## config.mk

```make
export PLATFORM = sky130hd
export DESIGN_NAME = load_store_unit
export DESIGN_NICKNAME = d
export VERILOG_FILES = /design/src/rtl/load_store_unit.sv
export SDC_FILE = /design/constraint.sdc
export NUM_CORES = 1
export LEC_CHECK = 0
export BUFFER_PORTS_ARGS = -buffer_cell sky130_fd_sc_hd__buf_2
export CAP_MARGIN = 20
export CORE_UTILIZATION = 52
export CTS_BUF_LIST = sky130_fd_sc_hd__clkbuf_16
export CTS_CLUSTER_SIZE = 24
export DETAILED_ROUTE_END_ITERATION = 12
export GPL_TIMING_DRIVEN = 0
export PLACE_DENSITY = 0.82
export SLEW_MARGIN = 20
export SYNTH_ARGS = -nofsm -noshare
export SYNTH_HDL_FRONTEND = slang
export SYNTH_SLANG_ARGS = --single-unit
```

## constraint.sdc

```tcl
create_clock -name clk -period 3.4 [get_ports clk]
set_clock_uncertainty 0.2 [all_clocks]
set_input_delay 0 -clock clk [delete_from_list [all_inputs] [get_ports clk]]
set_output_delay 0 -clock clk [all_outputs]
set_load 0.005 [all_outputs]
```

## src/rtl/load_store_unit.sv

```systemverilog
// rtl/load_store_unit.sv - RV32I data-memory load/store unit
// Four-state access sequencer with byte-lane steering and load extension.
module load_store_unit #(
  parameter int ADDR_W = 13
) (
  input  logic              clk,
  input  logic              rst,
  input  logic              req_valid,
  input  logic              req_write,
  input  logic [2:0]        req_funct3,
  input  logic [31:0]       req_addr,
  input  logic [31:0]       req_wdata,
  output logic              req_ready,
  output logic              stall,
  output logic              resp_valid,
  output logic [31:0]       resp_rdata,
  output logic              fault,
  output logic              mem_en,
  output logic [3:0]        mem_we,
  output logic [ADDR_W-1:0] mem_addr,
  output logic [31:0]       mem_wdata,
  input  logic [31:0]       mem_rdata
);

  typedef enum logic [1:0] {
    IDLE   = 2'd0,
    ACCESS = 2'd1,
    WAIT   = 2'd2,
    DONE   = 2'd3
  } state_t;

  state_t      state;
  logic        cap_write;
  logic [2:0]  cap_funct3;
  logic [1:0]  cap_addr_lo;

  logic        req_legal;
  logic        req_misaligned;
  logic        req_ok;
  logic [3:0]  st_we;
  logic [31:0] st_wdata;
  logic [7:0]  ld_byte;
  logic [15:0] ld_half;
  logic [31:0] ld_data;
  logic        unused_addr_hi;

  assign unused_addr_hi = ^req_addr[31:ADDR_W+2];

  always_comb begin
    req_legal = 1'b0;
    if (req_write) begin
      req_legal = (req_funct3 == 3'b000) || (req_funct3 == 3'b001) || (req_funct3 == 3'b010);
    end else begin
      req_legal = (req_funct3 == 3'b000) || (req_funct3 == 3'b001) || (req_funct3 == 3'b010) ||
                  (req_funct3 == 3'b100) || (req_funct3 == 3'b101);
    end
    req_misaligned = ((req_funct3[1:0] == 2'b01) && req_addr[0]) ||
                     ((req_funct3[1:0] == 2'b10) && (req_addr[1:0] != 2'b00));
    req_ok = req_legal && !req_misaligned;
  end

  // Store data is replicated across lanes so memory only needs the byte enables.
  always_comb begin
    st_we    = 4'b1111;
    st_wdata = req_wdata;
    case (req_funct3[1:0])
      2'b00: begin
        st_we    = 4'b0001 << req_addr[1:0];
        st_wdata = {4{req_wdata[7:0]}};
      end
      2'b01: begin
        st_we    = 4'b0011 << {req_addr[1], 1'b0};
        st_wdata = {2{req_wdata[15:0]}};
      end
      default: begin
        st_we    = 4'b1111;
        st_wdata = req_wdata;
      end
    endcase
  end

  assign ld_byte = mem_rdata[{cap_addr_lo, 3'b000} +: 8];
  assign ld_half = mem_rdata[{cap_addr_lo[1], 4'b0000} +: 16];

  always_comb begin
    ld_data = mem_rdata;
    case (cap_funct3)
      3'b000:  ld_data = {{24{ld_byte[7]}}, ld_byte};
      3'b001:  ld_data = {{16{ld_half[15]}}, ld_half};
      3'b100:  ld_data = {24'd0, ld_byte};
      3'b101:  ld_data = {16'd0, ld_half};
      default: ld_data = mem_rdata;
    endcase
  end

  always_ff @(posedge clk or negedge rst) begin
    if (!rst) begin
      state       <= IDLE;
      cap_write   <= 1'b0;
      cap_funct3  <= 3'b000;
      cap_addr_lo <= 2'b00;
      resp_valid  <= 1'b0;
      resp_rdata  <= 32'd0;
      fault       <= 1'b0;
      mem_en      <= 1'b0;
      mem_we      <= 4'b0000;
      mem_addr    <= '0;
      mem_wdata   <= 32'd0;
    end else begin
      case (state)
        IDLE: begin
          if (req_valid) begin
            cap_write   <= req_write;
            cap_funct3  <= req_funct3;
            cap_addr_lo <= req_addr[1:0];
            if (req_ok) begin
              state    <= ACCESS;
              mem_en   <= 1'b1;
              mem_addr <= req_addr[ADDR_W+1:2];
              if (req_write) begin
                mem_we    <= st_we;
                mem_wdata <= st_wdata;
              end
            end else begin
              // Rejected accesses never touch memory; respond with a fault next cycle.
              state      <= DONE;
              resp_valid <= 1'b1;
              fault      <= 1'b1;
              resp_rdata <= 32'd0;
            end
          end
        end
        ACCESS: begin
          mem_en <= 1'b0;
          mem_we <= 4'b0000;
          if (cap_write) begin
            state      <= DONE;
            resp_valid <= 1'b1;
            fault      <= 1'b0;
            resp_rdata <= 32'd0;
          end else begin
            state <= WAIT;
          end
        end
        WAIT: begin
          state      <= DONE;
          resp_valid <= 1'b1;
          fault      <= 1'b0;
          resp_rdata <= ld_data;
        end
        DONE: begin
          state      <= IDLE;
          resp_valid <= 1'b0;
          fault      <= 1'b0;
        end
        default: state <= IDLE;
      endcase
    end
  end

  assign req_ready = (state == IDLE);
  assign stall     = rst && ((req_valid && (state == IDLE)) || (state == WAIT) || (state == ACCESS));

endmodule
```

==> metrics.md, run 1 <==
| Metric | Value |
|---|---|
| DP Worst Slack | `0.894 ns` |
| Wire per inst | `20.4 um` |
| Post-synthesis register bit count | `92` |
| Nets | `800` |
| Fin crit share | `76.5%` |
| DP Area | `0.00564 mm^2` |
| Finished Layout Cells | `807` |
| Area growth syn-to-layout | `47.8%` |
| Register area share after synthesis | `49.9%` |
| ANT nets after route | `0` |
| Port Buf Inserts | `170` |
| CTS Buf Count | `9` |
| Die Ht | `96.2 um` |
| Crit-path max cell delay | `0.51 ns` |
| Final core occ | `79.0%` |
| Layout cells sized above 1 | `30.7%` |
| Clock latency at the later pin of the worst-skew pair | `0.34 ns` |
| Global-route wire length before repair | `25.1 mm` |
| # DRC | `0` |
| Critical path fanouts, max | `10` |
| Final slew viol count | `0` |
| CP Capture Type | `flip-flop` |
| Setup TNS | `0 ns` |
| Final wirelength | `16.5 mm` |
| Clk sinks | `92` |
| Fmax achieved | `384 MHz` |
| Total die area | `0.00926 mm^2` |
| Vias per cell | `5.98` |
| Min Hold Slack | `0.0345 ns` |
| Hold crit path type | `in2reg` |
| Pwr/cell area | `763 mW/mm^2` |
| Dpl hpwl | `9.37 mm` |
| Placed Cells incl. Taps | `702` |
| Yosys cell types | `47` |
| Largest net degree at the start of global routing | `69` |
| Leak Pwr | `3.40 nW` |
| Syn nets | `530` |
| RSZ-0062 raised after global routing | `no` |
| Final min period | `2.60 ns` |
| Router iterations before antenna repair | `5` |
| Aggregate global routing overflow | `0` |
| CTS max path bufs | `2` |
| Initial antenna violation count | `1` |
| Kind of critical path | `reg2reg` |
| Placeable Area | `0.00864 mm^2` |
| CTS Root Buffer Type | `clkbuf_16` |
| Syn Area/Cell | `10.9 um^2` |
| Most used cell along the critical path | `o21ai_1` |
| Total power | `5.21 mW` |
| # Max-Cap Violations | `0` |
| Setup ws final | `0.798 ns` |
| Endpoints failing setup | `0` |
| Via count | `4,828` |
| Initial Utilization | `53.4%` |
| Critical Path RT | `3.45 ns` |
| Post-synth EDFFs | `0` |
| Cell area after layout | `0.00682 mm^2` |
| Placer Congestion | `0.904` |
| Critical Path Source Type | `flip-flop` |
| Yosys Warn Count | `0` |
| Status | `finished clean` |
| H-Tree Depth | `3` |
| Critical Path AT | `2.65 ns` |
| Main synth FF type | `dfrtp_1` |
| CTS tree | `done` |
| Worst slew margin | `31.9%` |
| Vias in the first global route | `4,882` |
| Slowest cell on the critical path | `clkbuf_1` |
| Rows | `34` |
| Die W | `96.2 um` |
| Async set-or-reset flop fraction in the synthesized netlist | `100%` |
| Crit-path cells | `inv_1 > ha_1 > buf_6 > and3_1 > o21ai_1 > clkbuf_1 > nand2_1 > o21ai_1` |
| Final Hold Fails | `0` |
| Overall Global Routing Usage | `36.6%` |
| Number of setup buffers added after CTS | `0` |
| Ports | `189` |
| Post-synthesis cell count | `423` |
| Worst-Margin Slew | `1.02 ns` |
| Worst vdd ir | `405 uV` |
| 1st-iter DRT viols | `341` |
| Cell area after synthesis | `0.00462 mm^2` |
| Worst-path clk slew | `0.07 ns` |
## power breakdown
| part | switching (mW) | internal (mW) | total, mW | leakage (nW) |
|---|---|---|---|---|
| Clock | 0.455 | 0.568 | 1.02 | 0.147 |
| Sequential | 0.281 | 1.52 | 1.80 | 1.19 |
| Combinational | 1.30 | 1.08 | 2.38 | 2.06 |
## cell families after synthesis
logic type,count (synthesis),synth area share (%)
and+or+nand+nor,88,9.98
adders and majority gates,4,1.08
muxes,68,15.6
buffers and inverters,40,4.42
AOI/OAI and AO/OA,131,19.1
DFF,92,49.9
## synth_stat cells, types with 2 or more instances
master,instances,area (um^2)
nor2_1,19,71.3
o21ai_0,28,140
nand2b_1,13,81.3
o22ai_1,3,18.8
o21ai_1,38,190
mux2_1,22,248
a21oi_1,17,85.1
dfrtp_1,92,2300
buf_4,4,30.0
buf_2,4,20.0
nand2_1,30,113
a221oi_1,2,17.5
mux2i_1,40,400
inv_1,8,30.0
o21bai_1,3,22.5
buf_6,4,45.0
clkbuf_1,16,60.1
o221ai_1,13,114
ha_1,4,50.1
mux2_2,5,56.3
a32o_1,16,160
or2b_1,8,60.1
buf_1,2,7.51
nor2b_1,9,56.3
## worst paths after layout
path,slack [ns],cells past startpoint,from,end
worst min register to register,0.29,2,mem_wdata[31],mem_wdata[31]
worst max register to register,0.80,8,state[0],mem_wdata[28]
min in group asynchronous,0.51,4,rst,resp_rdata[26]
max in group asynchronous,2.14,4,rst,mem_addr[1]
worst max-delay path,0.80,8,state[0],mem_wdata[28]
worst min-delay path,0.03,4,mem_rdata[5],resp_rdata[5]
## layout by cell type, fill, tap and decap left out, drive strengths merged, types with 13 or more instances in the layout
cell type	n
a21oi	17
a32o	16
buf	186
clkbuf	26
dfrtp	92
dlygate4sd3	87
mux2	27
mux2i	41
nand2	30
nand2b	13
nor2	19
o21ai	66
o221ai	13
## sequential cells by signal (all words and copies together) (netlist names)
name / count
cap_funct3: 3
mem_addr: 13
mem_wdata: 32
resp_rdata: 32
mem_we: 4
mem_en: 1
cap_addr_lo: 2
resp_valid: 1
fault: 1
state: 2
cap_write: 1
## timing repair
item,4_1_cts,5_1_grt
hold buffers,88,0
hold endpoints to repair,175,0
gates resized for setup,0,0
## critical path: cells and delay by family, from the launching register on
family                   cells  cell delay, ns
adder cells (fa/ha/maj)      1            0.24
flip-flops                   1            0.43
AO/OA/AOI/OAI                2            0.56
AND/OR/NAND/NOR              2            0.33
buffers and inverters        3            0.75
## metal layers
layer	up-vias	wire length, um	GRT usage [%]
li1	2084	-	-
met1	2287	6090	42.9
met2	370	8090	60.7
met3	87	1480	8.53
met4	0	832	22.4
met5	-	0	0
## area by class of cell
| class | instances | area (um^2) |
|---|---|---|
| Antenna cell | 1 | 2.50 |
| Buffer | 31 | 170 |
| Clock buffer | 9 | 225 |
| Clock inverter | 7 | 66.3 |
| Fill cell | 534 | 1820 |
| Inverter | 9 | 33.8 |
| Multi-Input combinational cell | 291 | 2110 |
| Sequential cell | 92 | 2300 |
| Tap cell | 108 | 135 |
| Timing Repair Buffer | 259 | 1780 |
Note: power is estimated with default switching activity, not from simulation.
==> run 2: changes to the inputs <==
Settings changed: CORE_UTILIZATION 52 to 49, PLACE_DENSITY 0.82 to 0.78.
Clock period 3.4 ns to 2.6 ns, I/O delays scaled along.
==> run 2 against run 1 <==
Against the previous run:
- clock power grew 35%
- non-clock buffer count grew 5
- final area grew 1.1%
- largest cell class unchanged
- largest power group unchanged
==> metrics.md, run 2 (synthesis gave the netlist of run 1 again) <==
| Metric | Value |
|---|---|
| Switching Fraction | `37.4%` |
| Kind of critical path | `reg2reg` |
| Layout cells sized above 1 | `30.8%` |
| Clk sinks | `92` |
| # diodes | `0` |
| Fin crit share | `91.4%` |
| Critical Path AT | `2.39 ns` |
| CTS Buf Count | `9` |
| Critical Path RT | `2.61 ns` |
| Min Hold Slack | `0.0295 ns` |
| Int Pwr | `4.24 mW` |
| Clock latency at the later pin of the worst-skew pair | `0.33 ns` |
| Placed Cells incl. Taps | `705` |
| Finished Layout Cells | `813` |
| Final min period | `2.38 ns` |
| Worst-Margin Slew | `0.974 ns` |
| Overall Global Routing Usage | `32.1%` |
| FF-to-FF End | `mem_addr[11]` |
| Die W | `99.1 um` |
| Hold crit path type | `in2reg` |
| Leak Pwr | `3.42 nW` |
| Critical path fanouts, max | `10` |
| Rows | `35` |
| Final Hold Fails | `0` |
| Area growth syn-to-layout | `49.4%` |
| Initial Utilization | `50.2%` |
| Hold depth | `4` |
| DP Area | `0.00564 mm^2` |
| Largest net degree at the start of global routing | `68` |
| Final wirelength | `15.3 mm` |
| Critical Path Start | `state[0]` |
| Fmax achieved | `421 MHz` |
| # Max-Cap Violations | `0` |
| CTS tree | `done` |
| Initial antenna violation count | `0` |
| Most frequent cells in the layout | `buf_2 (173), dfrtp_1 (92), dlygate4sd3_1 (92)` |
| Total die area | `0.00981 mm^2` |
| Final slew viol count | `0` |
| Placer Congestion | `0.864` |
| H-Tree Depth | `3` |
| R2R depth | `7` |
| Via count | `4,653` |
| Aggregate global routing overflow | `0` |
| Endpoints failing setup | `0` |
| Combinational share of power | `45.0%` |
| # DRC | `0` |
| RSZ-0062 raised after global routing | `no` |
| Ports | `189` |
| Placeable Area | `0.00920 mm^2` |
| Most common cell after layout, fill and taps aside | `buf_2` |
| Critical Path Source Type | `flip-flop` |
| Cell area after layout | `0.00690 mm^2` |
| ANT nets after route | `0` |
| R2R Setup Slk | `0.22 ns` |
| CP Capture Point | `mem_addr[11]` |
| Net Switching | `2.53 mW` |
| Setup TNS | `0 ns` |
| Worst slew margin | `34.8%` |
| Final core occ | `75.0%` |
| Clk pwr share | `20.4%` |
| Router iterations before antenna repair | `8` |
| Port Buf Inserts | `170` |
| R2R Path Start | `state[0]` |
| CP Capture Type | `flip-flop` |
| Status | `finished clean` |
| Wire per inst | `18.8 um` |
| Seq pwr share | `34.6%` |
| Nets | `805` |
| CTS max path bufs | `2` |
| Vias in the first global route | `4,881` |
| CTS Root Buffer Type | `clkbuf_16` |
| 1st-iter DRT viols | `231` |
| Die Ht | `99.1 um` |
| Worst vdd ir | `478 uV` |
| Vias per cell | `5.72` |
| Global-route wire length before repair | `24.3 mm` |
| Pwr/cell area | `982 mW/mm^2` |
| Dpl hpwl | `9.43 mm` |
| Top flop regs | `mem_wdata: 32 flops, resp_rdata: 32 flops, mem_addr: 13 flops` |
| Worst-path clk slew | `0.06 ns` |
run 2: layout make-up:
type | count | area [um^2]
timing repair buffer | 264 | 1830
tap | 111 | 139
inverter | 9 | 33.8
clock buffer | 9 | 225
buffer | 31 | 173
clock inverter | 6 | 81.3
multi-input combinational | 291 | 2120
fill | 581 | 2300
sequential | 92 | 2300
run 2: metal layers:
layer	wire length [um]	vias up	track usage, %
li1	-	2087	-
met1	5930	2224	38.5
met2	7540	289	55.6
met3	1230	53	6.74
met4	558	0	14.7
met5	0	-	0
run 2: power by group through the flow:
| stage | clock [mW] | sequential (mW) | combinational [mW] |
|---|---|---|---|
| 3_5_place_dp | 0 | 2.32 | 2.85 |
| 5_1_grt | 1.47 | 2.40 | 3.34 |
| 2_1_floorplan | 0 | 2.33 | 1.75 |
| 6_report | 1.38 | 2.34 | 3.04 |
| 4_1_cts | 1.39 | 2.30 | 2.97 |
| 3_3_place_gp | 0 | 2.29 | 2.76 |
run 2: worst min-delay path by stage:
stage	start	end	slack [ns]
3_5_place_dp	rst	resp_rdata[19]	-0.32
5_1_grt	mem_rdata[6]	resp_rdata[6]	0.07
6_report	mem_rdata[6]	resp_rdata[6]	0.03
2_1_floorplan	rst	cap_addr_lo[0]	-0.50
4_1_cts	req_funct3[1]	fault	0.02
3_3_place_gp	req_addr[3]	mem_addr[1]	0.01
run 2: metrics by stage:
stage	total power [mW]	setup WS, ns
after floorplan	4.08	0.397
after global placement	5.05	0.152
after detailed placement	5.17	0.0986
after global routing	7.21	0.0751
after CTS	6.67	0.0823
final	6.77	0.222
run 2: critical path: stages, from the launching register on:
cell      delay [ns]
dfrtp_1         0.41
inv_1           0.08
ha_1            0.22
buf_6           0.14
nand2_1         0.25
o21bai_2        0.27
buf_2           0.31
mux2_1          0.36
run 2: timing repair:
item,4_1_cts,5_1_grt
endpoints found under the hold margin,175,0
setup endpoints to repair,0,12
resized for setup,0,6
hold buffers,93,0
buffers inserted,0,0
